[src/rtl/ds_bitstream_tx.sv]
// First-order delta-sigma transmitter: signed 8-bit samples in, 1-bit stream out.
// One output bit per SAMPLE_RATE_DIV clocks; each sample is held for an OSR-bit frame.
module ds_bitstream_tx #(
  parameter int unsigned SAMPLE_RATE_DIV = 64,
  parameter int unsigned OSR             = 8,
  parameter int unsigned UNDERRUN_W      = 8
) (
  input  logic                  clk,
  input  logic                  rst_n,
  input  logic                  enable,
  input  logic [7:0]            sample_in,
  input  logic                  sample_valid,
  output logic                  sample_ready,
  input  logic                  clr_underrun,
  output logic                  bit_out,
  output logic                  bit_strobe,
  output logic                  frame_start,
  output logic [UNDERRUN_W-1:0] underrun_count
);

  localparam int unsigned DIV_W  = (SAMPLE_RATE_DIV > 1) ? $clog2(SAMPLE_RATE_DIV) : 1;
  localparam int unsigned SLOT_W = (OSR > 1) ? $clog2(OSR) : 1;
  localparam logic [DIV_W-1:0]      DIV_LAST  = DIV_W'(SAMPLE_RATE_DIV - 1);
  localparam logic [SLOT_W-1:0]     SLOT_LAST = SLOT_W'(OSR - 1);
  localparam logic [UNDERRUN_W-1:0] UC_MAX    = '1;

  logic [DIV_W-1:0]      div_cnt_q, div_cnt_d;
  logic [SLOT_W-1:0]     slot_q, slot_d;
  logic [8:0]            acc_q, acc_d;
  logic [7:0]            cur_q, cur_d;
  logic [7:0]            pend_q, pend_d;
  logic                  pend_full_q, pend_full_d;
  logic                  bit_q, bit_d;
  logic                  strobe_q, strobe_d;
  logic                  fs_q, fs_d;
  logic [UNDERRUN_W-1:0] uc_q, uc_d;

  logic       tick;
  logic       boundary;
  logic       accept;
  logic [7:0] u;
  logic [8:0] sum;

  assign tick     = enable && (div_cnt_q == DIV_LAST);
  assign boundary = tick && (slot_q == SLOT_LAST);
  assign accept   = sample_valid && !pend_full_q;
  // Flipping the sign bit maps signed -128..127 onto unsigned 0..255 (i.e. +128).
  assign u        = cur_q ^ 8'h80;
  // acc_q[8] is always 0, so this equals {1'b0, acc[7:0]} + u.
  assign sum      = acc_q + {1'b0, u};

  always_comb begin
    div_cnt_d   = div_cnt_q;
    slot_d      = slot_q;
    acc_d       = acc_q;
    cur_d       = cur_q;
    pend_d      = pend_q;
    pend_full_d = pend_full_q;
    bit_d       = bit_q;
    strobe_d    = 1'b0;
    fs_d        = 1'b0;
    uc_d        = uc_q;

    if (enable) begin
      div_cnt_d = (div_cnt_q == DIV_LAST) ? '0 : div_cnt_q + DIV_W'(1);
    end

    if (tick) begin
      bit_d    = sum[8];
      acc_d    = {1'b0, sum[7:0]};
      strobe_d = 1'b1;
      fs_d     = (slot_q == '0);
      slot_d   = (slot_q == SLOT_LAST) ? '0 : slot_q + SLOT_W'(1);
    end

    if (accept) begin
      pend_d      = sample_in;
      pend_full_d = 1'b1;
    end

    // Frame boundary: promote the pending sample, or fall back to midscale.
    if (boundary) begin
      if (pend_full_q) begin
        cur_d       = pend_q;
        pend_full_d = 1'b0;
      end else begin
        cur_d = '0;
        if (uc_q != UC_MAX) begin
          uc_d = uc_q + UNDERRUN_W'(1);
        end
      end
    end

    if (clr_underrun) begin
      uc_d = '0;
    end
  end

  always_ff @(posedge clk or negedge rst_n) begin
    if (!rst_n) begin
      div_cnt_q   <= '0;
      slot_q      <= '0;
      acc_q       <= '0;
      cur_q       <= '0;
      pend_q      <= '0;
      pend_full_q <= 1'b0;
      bit_q       <= 1'b0;
      strobe_q    <= 1'b0;
      fs_q        <= 1'b0;
      uc_q        <= '0;
    end else begin
      div_cnt_q   <= div_cnt_d;
      slot_q      <= slot_d;
      acc_q       <= acc_d;
      cur_q       <= cur_d;
      pend_q      <= pend_d;
      pend_full_q <= pend_full_d;
      bit_q       <= bit_d;
      strobe_q    <= strobe_d;
      fs_q        <= fs_d;
      uc_q        <= uc_d;
    end
  end

  assign sample_ready   = !pend_full_q;
  assign bit_out        = bit_q;
  assign bit_strobe     = strobe_q;
  assign frame_start    = fs_q;
  assign underrun_count = uc_q;

endmodule

[config.mk]
export PLATFORM = sky130hd
export DESIGN_NAME = ds_bitstream_tx
export DESIGN_NICKNAME = d
export VERILOG_FILES = /design/src/rtl/ds_bitstream_tx.sv
export SDC_FILE = /design/constraint.sdc
export NUM_CORES = 1
export LEC_CHECK = 0
export ABC_AREA = 1
export CAP_MARGIN = 20
export CORE_UTILIZATION = 35
export DETAILED_ROUTE_END_ITERATION = 8
export PLACE_DENSITY_LB_ADDON = 0.25
export SKIP_CTS_REPAIR_TIMING = 1
export SLEW_MARGIN = 20
export SYNTH_ARGS = -nofsm -noshare
export SYNTH_HDL_FRONTEND = slang
export SYNTH_SLANG_ARGS = --single-unit
[constraint.sdc]
create_clock -name clk -period 1.55 [get_ports clk]
set_clock_uncertainty 0.05 [all_clocks]
set_input_delay 0.31 -clock clk [delete_from_list [all_inputs] [get_ports clk]]
set_output_delay 0.31 -clock clk [all_outputs]
set_load 0.03 [all_outputs]
==> results by stage <==
Place:
- At the end of routability-driven placement, the weighted congestion stood at 0.8445.
- Once detailed placement completed, the half-perimeter wirelength came to 3.599 mm.
- The total of buffers placed on input and output ports is 24.

Routing:
- The number of remaining DRC errors is 0.
- Dividing the detail-routed wire length by the instance count gives 11.68 µm.
- The total wirelength of the detailed-routed design is 4.881 mm.
- In this run, the number of DRC markers left after iteration 0 of detailed routing was 73.
- The count of nets left with antenna violations once routing finished came out at 0.
- The routed layout has 1,933 vias.
- The length of the first detailed-routing pass in iterations is 4.
- After detailed routing, the number of vias per cell comes to 4.624.

Die:
- The die covers 7251 µm².
- After floorplanning, the core was sized to cover 6495 µm².
- The effective utilization at floorplan is 37.26%.
- From left edge to right edge, the die measures 85.15 µm.
- From bottom edge to top edge, the die measures 85.15 µm.
- The floorplan row count is 29.
- 25 I/O pins were placed.

Synthesis:
- In this run the mean area of a mapped cell was 8.551 µm².
- The cell area after synthesis is 2420 µm².
- The Yosys step of the flow raised 0 warnings.
- In this run, synthesis produced a sequential element count of 45.
- For this run, the leading register cell type out of synthesis is dfrtp_1.
- Yosys attributes the largest share of cell area to dfrtp_1, nand2_1, ha_1, inv_1, nand3_1.
- The share of the Yosys chip area taken by registers is 46.54%.
- The cell count after synthesis came out at 283.
- The share of async-settable or async-resettable flops after synthesis is 100.0%.
- The area share of the leading cell type in the synthesized netlist is 46.54%.
- The number of enable flip-flop cells after synthesis is 0.
- The number of unique standard cell types used by synthesis is 31.
- The cell accounting for the most synthesized area is dfrtp_1.
- When the netlist entered floorplanning its net count stood at 310.

Critical path:
- STA puts the critical path data required time at 1.70 ns.
- For this run, the slowest stage of the critical path takes 0.41 ns.
- Data arrives at the worst endpoint at 1.75 ns.
- The startpoint identified for the worst register-to-register timing path is cur_q[0]$_DFFE_PN0P_.
- The critical path contains buffers and inverters numbering 0 combined.
- The worst setup path is captured at a flop.
- The largest delay contributor family on the critical path is adder cells.
- The largest individual stage delay along the critical path comes from the cell dfrtp_1.
- Tracing the worst setup path back leads to its startpoint at cur_q[0]$_DFFE_PN0P_.
- The critical path goes through ha_2, fa_2, nand2_2, nand3_2, or2_4, nand3_2, nand2_1.
- Among the stages of the critical path, the cell type that occurs most often is nand3_2.
- STA classifies the critical path startpoint as a flop.
- In this run the worst path has a maximum fanout of 3.
- The setup path with the least slack is of type flop to flop.

Timing:
- Derived from the worst setup path, the maximum achievable clock frequency is 624.9 MHz.
- Hold is met by 0.3453 ns.
- Setup repair after global routing could not meet its margin everywhere.
- At the pin with the least slew margin, the transition time is 0.3293 ns.
- The number of endpoints with negative hold slack in the final report came to 0.
- The final setup violation count is 2.
- The worst path in the final design needs a cycle of 1.600 ns, including I/O delays and setup.
- The number of slew-limit violations in the final report was 0.
- After layout, the worst path uses 103.2% of the clock period.
- The final critical-path setup slack is -0.05019 ns.
- In the final timing run, aggregate negative setup slack is -0.06972 ns.
- The worst-case headroom to the max-slew limit is 78.01%.

Status:
- The flow ran to the end, but the final reports show violations.
- The checks that failed: negative setup slack.

Layout:
- The share of cells above drive strength 1 is 23.75%.
- The area growth from synthesis to layout is 33.61%.
- The number of antenna diodes in the final layout is 0.
- The library cell used most frequently in the layout, excluding fill and tap cells, is nand2_1.
- After the last flow step, the layout net total stands at 367.
- Leaving out fill and tap cells, the most frequent cells in the layout are nand2_1, dfrtp_1, inv_1, buf_4, nand3_1.
- The fraction of the core area covered by cells at the end of the flow is 49.78%.

GRT:
- The via count of the first global-routing pass came to 1,839.
- The global-route total usage across every layer is 15.09%.
- The first-pass GRT wire length is 8.493 mm.
- The initial antenna violation count is 0.
- The pin count of the biggest net entering global routing is 29.
- For this run the aggregate overflow at the end of global routing stands at 0.

Clock network:
- In this run the clock root is driven by a clkbuf_8.
- TritonCTS built the clock tree.
- Counting along the longest clock path gives a buffer depth of 2.
- The CTS clock-pin slew for the worst setup and hold paths is 0.09 ns.
- The later pin in the worst-skew pair is clocked with a latency of 0.31 ns.
- The number of levels in the clock H-tree is 2.
- Clock tree synthesis found a total of 45 sinks.
- Buffers inserted during clock tree synthesis total 5.

Hold path:
- The min-delay analysis places its worst path in the category input pin to async pin.

Power and ir drop:
- The power density of the placed cells is 1001 nW/µm².
- The peak supply drop is 643.4 µV.
- The analysis attributes to cell leakage a power of 1.853 nW.

Flow run:
- Across the run, the number of max-cap violations was 0.
[where the power goes]
part           leakage, nW  internal, mW  switching (mW)
Clock               0.0558         0.487           0.421
Combinational         1.22         0.396           0.375
Sequential           0.574          1.39           0.163
Total                 1.85          2.28           0.960
[routing by layer]
layer  up-vias  wire (µm)  global-route usage, %
met1       883       2450                  20.96
met5         -          0                      0
met4         0        100                  6.471
met2        26       2196                  23.02
li1       1017          -                      -
met3         7        134                  2.918
[synth_stat cells, types with 2 or more instances]
cell and number:
nand3b_1 2, nor2_4 3, nand2_1 100, o21ai_0 4, nor2_1 13, clkbuf_1 2
nand3_4 2, dfrtp_1 45, mux2_2 9, a21oi_1 6, xnor2_1 3, inv_1 30
nand4_1 3, buf_6 2, ha_1 13, o21ai_1 8, or2_2 2, nand3_1 21
xor2_1 2, nand2_2 2
[logic make-up (layout without fill, tap and decap cells)]
| family | after synthesis | in the layout | share of synthesized area (%) |
|---|---|---|---|
| flops | 45 | 45 | 46.54 |
| simple gates | 153 | 153 | 28.96 |
| fa+ha+maj | 14 | 14 | 7.549 |
| xor+xnor | 5 | 5 | 1.810 |
| buf+inv | 36 | 94 | 6.308 |
| mux | 9 | 9 | 4.188 |
| compound gates | 21 | 21 | 4.654 |
[area by class of cell]
type / instances / area, µm²
clock inverter: 2 / 38.79
multi-input combinational: 202 / 1259
fill: 610 / 3262
tap: 77 / 96.34
timing repair buffer: 55 / 520.5
sequential: 45 / 1129
clock buffer: 6 / 72.57
inverter: 31 / 117.6
[stage by stage]
step           std cells  area, µm²  setup WS [ns]  power (mW)
6_report             418       3233       -0.05019       3.235
2_1_floorplan        283       2435        0.01277       2.014
3_3_place_gp         403       2934        -0.1114       2.271
5_1_grt              418       3233        -0.1361       3.457
4_1_cts              411       3045        -0.2305       3.212
3_5_place_dp         403       2934        -0.1347       2.290
[path summary, 6_finish.rpt]
| path | endpoint | slack [ns] | cells after the start |
|---|---|---|---|
| setup / recovery | acc_q[4]$_DFFE_PN0P_ | -0.05 | 7 |
| max in group asynchronous | cur_q[7]$_DFFE_PN0P_ | 0.69 | 3 |
| hold reg to reg | acc_q[7]$_DFFE_PN0P_ | 0.45 | 2 |
| min in group clk | acc_q[7]$_DFFE_PN0P_ | 0.45 | 2 |
| hold / removal | slot_q[1]$_DFFE_PN0P_ | 0.35 | 2 |
| setup reg to reg | acc_q[4]$_DFFE_PN0P_ | -0.05 | 7 |
[sequential cells by signal, summed over array words and instances (netlist names)]
name	flops
acc_q	8
bit_strobe	1
div_cnt_q	6
underrun_count	8
pend_full_q	1
cur_q	8
slot_q	3
pend_q	8
frame_start	1
bit_out	1
Note: power is estimated with default switching activity, not from simulation.
==> RTL change 1 (config.mk and constraints unchanged) <==
Reset style: synchronous (`rst_n`), changed in one clocked block.
--- a/src/rtl/ds_bitstream_tx.sv
+++ b/src/rtl/ds_bitstream_tx.sv
@@ -96,7 +96,7 @@
     end
   end
 
-  always_ff @(posedge clk or negedge rst_n) begin
+  always_ff @(posedge clk) begin
     if (!rst_n) begin
       div_cnt_q   <= '0;
       slot_q      <= '0;
Behaviour: differs if rst_n is asserted again (counterexample within 4 cycles, from zero or initial values and one cycle with rst_n low); with rst_n held inactive, the same outputs for 10 cycles.
==> RTL change 1 against the unedited design <==
  * Area after synthesis decreased by 9.6%
  * Sequential cell count unchanged
  * Count of clock-buffer cells in the layout decreased by 1
  * Critical path depth decreased by 1
  * Global-route usage decreased by 0.73 points
  * Routed wire length decreased by 12%
  * Via count decreased by 3.3%
  * Sequential share of layout area decreased by 2.7 points
  * Cell area decreased by 13%
  * Fmax increased by 8.5%
  * Worst setup slack improved by 0.13 ns
Power is not compared: it rests on default switching activity, and its combinational part moved more than twofold at a synthesized area within 25%.
==> RTL change 1: results (changes against the unedited design) <==
** Placed design
- HPWL reported at the end of detailed placement :: 3.28 mm (-8.9%)
- The worst slack at placement was -0.238 ns (-0.103 ns).
- GP Congestion :: 0.760 (-10%)

** Logic synthesis
- Post-synthesis share of cell area spent on xor and xnor gates :: 0.0200 (+0.00193)
- Count of cell types in the netlist :: 28 (-9.7%)
- Complex-gate fraction of the synthesized area :: 0.121 (+0.0742)
- Mux cell area share after synthesis :: 0 (-0.0419)
- Syn_nets :: 314 (+1.3%)
- After synthesis, the cell types taking the most area are dfxtp_1, nand2_1, ha_1.
- The share of synthesized flip-flops with an asynchronous set or reset is 0 (-1.00).
- The sequential share of the synthesized area came to 0.412 (-0.0535).
- Adder and majority gate portion of the synthesized area :: 0.0835 (+0.00803)
- Counting instances in the post-synthesis netlist gives the leading cell types as nand2_1, dfxtp_1, nor2_1.

** Critical path
- The critical-path maximum fanout is 5 (+2).
- The startpoint identified for the worst register-to-register timing path is acc_q[2].
- R2R cell count :: 6 (-1)
- The arrival time of data at the critical path endpoint came to 1.61 ns (-0.14 ns).
- RR Endpoint :: acc_q[7]
- The setup slack on the worst flop-to-flop path came to 0.08 ns (+0.13 ns).

** Routing
- The via count of the routed design came to 1,869 (-3.3%).
- 1st-iter DRT viols :: 65 (-11%)
- DRT Wirelength :: 4.30 mm (-12%)
- Avg WL per Cell :: 10.6 um (-9.3%)

** STA
- The pin slew with the least headroom to its limit came to 0.357 ns (+0.0279 ns).
- Final Hold Slack :: 0.315 ns (-0.0302 ns)
- The total negative slack for setup checks was 0 ns (+0.0697 ns).

** Clocking
- Insertion delay to the later sink of the worst-skew pair :: 0.29 ns (-0.02 ns)

** Global routing
- The global-route wire length before repair is 7.24 mm (-15%).
- The aggregate global-route resource usage was 0.144 (-0.00734).
- The largest net degree at the start of global routing is 14 (-52%).
- Vias in the first global route :: 1,655 (-10%)

** Layout
- Layout cells sized above 1 :: 0.181 (-0.0563)
- The number of nets in the final layout was 359 (-2.2%).

** Outcome
- Run status :: finished clean
## RTL change 1: changes by cell type after synthesis, moves of 8 or more
cell,unedited run,this run
nor2_1,13,40
dfxtp_1,0,45
nand3_1,21,10
o21ai_1,8,0
o21ai_0,4,16
mux2_2,9,0
dfrtp_1,45,0
nand2_1,100,69
a21oi_1,6,23
## RTL change 1: power by group
| group | total, mW | leakage, nW | internal [mW] | switching (mW) |
|---|---|---|---|---|
| combinational | 0.133 | 0.981 | 0.0636 | 0.0698 |
| sequential | 1.20 | 0.368 | 1.18 | 0.0167 |
| clock | 0.667 | 0.0399 | 0.297 | 0.370 |
## RTL change 1: critical path: stages (launching register included)
cell	delay [ns]
dfxtp_1	0.32
ha_1	0.37
or2_2	0.30
nand3_1	0.08
nand2_1	0.07
nor2_1	0.12
o21ai_2	0.07
## RTL change 1: worst max path at each step
stage,start,end,slack [ns],cells past startpoint
2_1_floorplan,acc_q[0],acc_q[6],0.05,8
3_3_place_gp,enable,underrun_count[4],-0.19,7
3_5_place_dp,enable,underrun_count[4],-0.24,7
4_1_cts,pend_full_q,sample_ready,-0.22,2
5_1_grt,div_cnt_q[0],underrun_count[3],-0.01,7
6_report,acc_q[2],acc_q[7],0.08,6
## RTL change 1: cell type report
cell class / count / area, sq um
clock buffers: 5 / 68.8
clock inverters: 1 / 5.00
fillers: 591 / 3170
inverters: 28 / 105
multi-input cells: 209 / 1220
flip-flops and latches: 45 / 908
well taps: 75 / 93.8
repair buffers: 43 / 419
## RTL change 1: metrics by stage
stage,utilization,total power [mW]
6_report,0.471,2.00
5_1_grt,0.471,2.10
4_1_cts,0.453,2.02
3_5_place_dp,0.440,1.36
3_3_place_gp,0.440,1.35
2_1_floorplan,-,1.29
## RTL change 1: logic make-up (layout without fill, tap and decap cells)
kind of cell / count (synthesis) / after routing
simple gates: 143 / 143
compound gates: 47 / 47
flops: 45 / 45
buf+inv: 33 / 77
fa+ha+maj: 14 / 14
xor+xnor: 5 / 5
## RTL change 1: routing by layer
layer  wire (um)  global-route usage
met5           0                   0
met4          56              0.0589
met3         126              0.0270
met2        1930               0.228
met1        2190               0.190
==> RTL change 2 (config.mk and constraints unchanged) <==
Without the edit above. The parameter `OSR` goes from 8 to 16.
--- a/src/rtl/ds_bitstream_tx.sv
+++ b/src/rtl/ds_bitstream_tx.sv
@@ -2,7 +2,7 @@
 // One output bit per SAMPLE_RATE_DIV clocks; each sample is held for an OSR-bit frame.
 module ds_bitstream_tx #(
   parameter int unsigned SAMPLE_RATE_DIV = 64,
-  parameter int unsigned OSR             = 8,
+  parameter int unsigned OSR             = 16,
   parameter int unsigned UNDERRUN_W      = 8
 ) (
   input  logic                  clk,
Check against the original RTL: no difference found for any inputs over 10 cycles, from zero or initial values and one cycle with rst_n low; that may be too few to reach the edited logic, so the function may still have changed.
==> RTL change 2 against the unedited design <==
  * The flow still finishes with violations (negative setup slack)
  * Routed wire length decreased by 1.1%
  * Worst setup slack gained 0.0030 ns
  * Count of clock-buffer cells in the layout down 1
  * Power fell by 5.2%
  * Synthesized cell count increased by 3.5%
  * Area after synthesis grew 4.7%
  * Cell area is 3.8% higher
  * Sequential cell count grew 1
  * Global-route usage decreased by 1.0 points
  * Critical path type unchanged
  * Largest cell class unchanged
  * Largest power group unchanged
  * Highest routed layer unchanged
==> RTL change 2: results (changes against the unedited design) <==
** STA
- Setup-violating endpoint count in the final report :: 2 (unchanged)
- Slack of the critical path :: -0.0472 ns (+0.00295 ns)
- Final Hold Slack :: 0.438 ns (+0.0929 ns)
- The pin slew with the least headroom to its limit is 0.321 ns (-0.00872 ns).

** Outcome
- Failing checks :: negative setup slack
- Run status :: complete, but fails checks

** Layout
- The number of nets in the final layout was 369 (+0.54%).
- Filler Cell Count :: 673 (+10%)
- Layout cells sized above 1 :: 0.256 (+0.0183)

** Routing
- Via count of the routed design :: 1,985 (+2.7%)
- The per-cell routed wire length is 11.0 um (-6.1%).
- 1st-iter DRT viols :: 77 (+5.5%)
- The first-pass iteration count of the detailed router was 4 (unchanged).

** Global routing
- The largest net degree at the start of global routing is 47 (+62%).
- Vias in the first global route :: 1,838 (-0.054%)
- Wire length of the first global-routing pass :: 8.33 mm (-1.9%)

** Critical path
- The delay contributed by the slowest stage of the critical path came to 0.39 ns (-0.02 ns).
- CP Max Fanout :: 2 (-1)

** Pwr
- Peak VDD IR :: 394 uV (-39%)
- The leakage power total came to 1.91 nW (+3.4%).
- The design internal power came to 2.08 mW (-8.5%).

** Logic synthesis
- The commonest cells after synthesis are nand2_1, dfrtp_1, inv_1.
- Async set-reset flop share out of synthesis :: 1.00 (unchanged)
- The sequential share of the synthesized area was 0.454 (-0.0110).
- The post-synthesis area per instance was 8.65 sq um (+1.1%).
- Sorting the synthesized cells by area gives the leading types as dfrtp_1, nand2_1, ha_1.

** Placed design
- GP Congestion :: 0.822 (-2.6%)
- HPWL reported at the end of detailed placement :: 3.35 mm (-6.9%)
- The count of placed standard cells including taps was 425 (+5.5%).
-- RTL change 2: power by group through the flow --
stage / clock network [mW] / logic (mW) / registers (mW)
after global routing: 0.880 / 0.801 / 1.61
after detailed placement: 0 / 0.689 / 1.60
final: 0.785 / 0.707 / 1.57
after global placement: 0 / 0.673 / 1.59
after CTS: 0.824 / 0.693 / 1.57
after floorplan: 0 / 0.478 / 1.59
-- RTL change 2: final cells by class --
type | instances | area, sq um | share of cell area
clock buffers | 5 | 68.8 | 0.0205
clock inverters | 3 | 26.3 | 0.00783
inverters | 37 | 139 | 0.0414
multi-input cells | 205 | 1360 | 0.406
flip-flops and latches | 46 | 1150 | 0.344
well taps | 96 | 120 | 0.0358
repair buffers | 48 | 484 | 0.144
-- RTL change 2: cells by family after synthesis --
logic type | count (synthesis) | share of synthesized area
mux | 8 | 0.0356
compound gates | 23 | 0.0578
xor+xnor | 6 | 0.0207
fa+ha+maj | 13 | 0.0672
simple gates | 155 | 0.296
flops | 46 | 0.454
buf+inv | 42 | 0.0681
-- RTL change 2: worst min-delay path, stage by stage --
cell and delay, ns:
dlygate4sd3_1 0.52, buf_2 0.12, buf_12 0.24
-- RTL change 2: metal layers --
layer | routed length [um] | track usage
met1 | 2390 | 0.196
met2 | 2260 | 0.215
met3 | 125 | 0.0284
met4 | 51 | 0.0530
met5 | 0 | 0
-- RTL change 2: final timing paths --
path | start | endpoint | cells past startpoint
worst max-delay path | cur_q[0] | acc_q[4] | 7
worst min-delay path | rst_n | pend_q[6] | 3
worst max register to register | cur_q[0] | acc_q[4] | 7
worst min register to register | acc_q[0] | acc_q[0] | 2
max in group asynchronous | rst_n | underrun_count[1] | 3
min in group clk | acc_q[0] | acc_q[0] | 2
-- RTL change 2: stage by stage --
stage	setup slack [ns]	area, sq um
2_1_floorplan	-0.0463	2540
3_3_place_gp	-0.211	3030
3_5_place_dp	-0.229	3030
4_1_cts	-0.215	3120
5_1_grt	-0.119	3350
6_report	-0.0472	3350
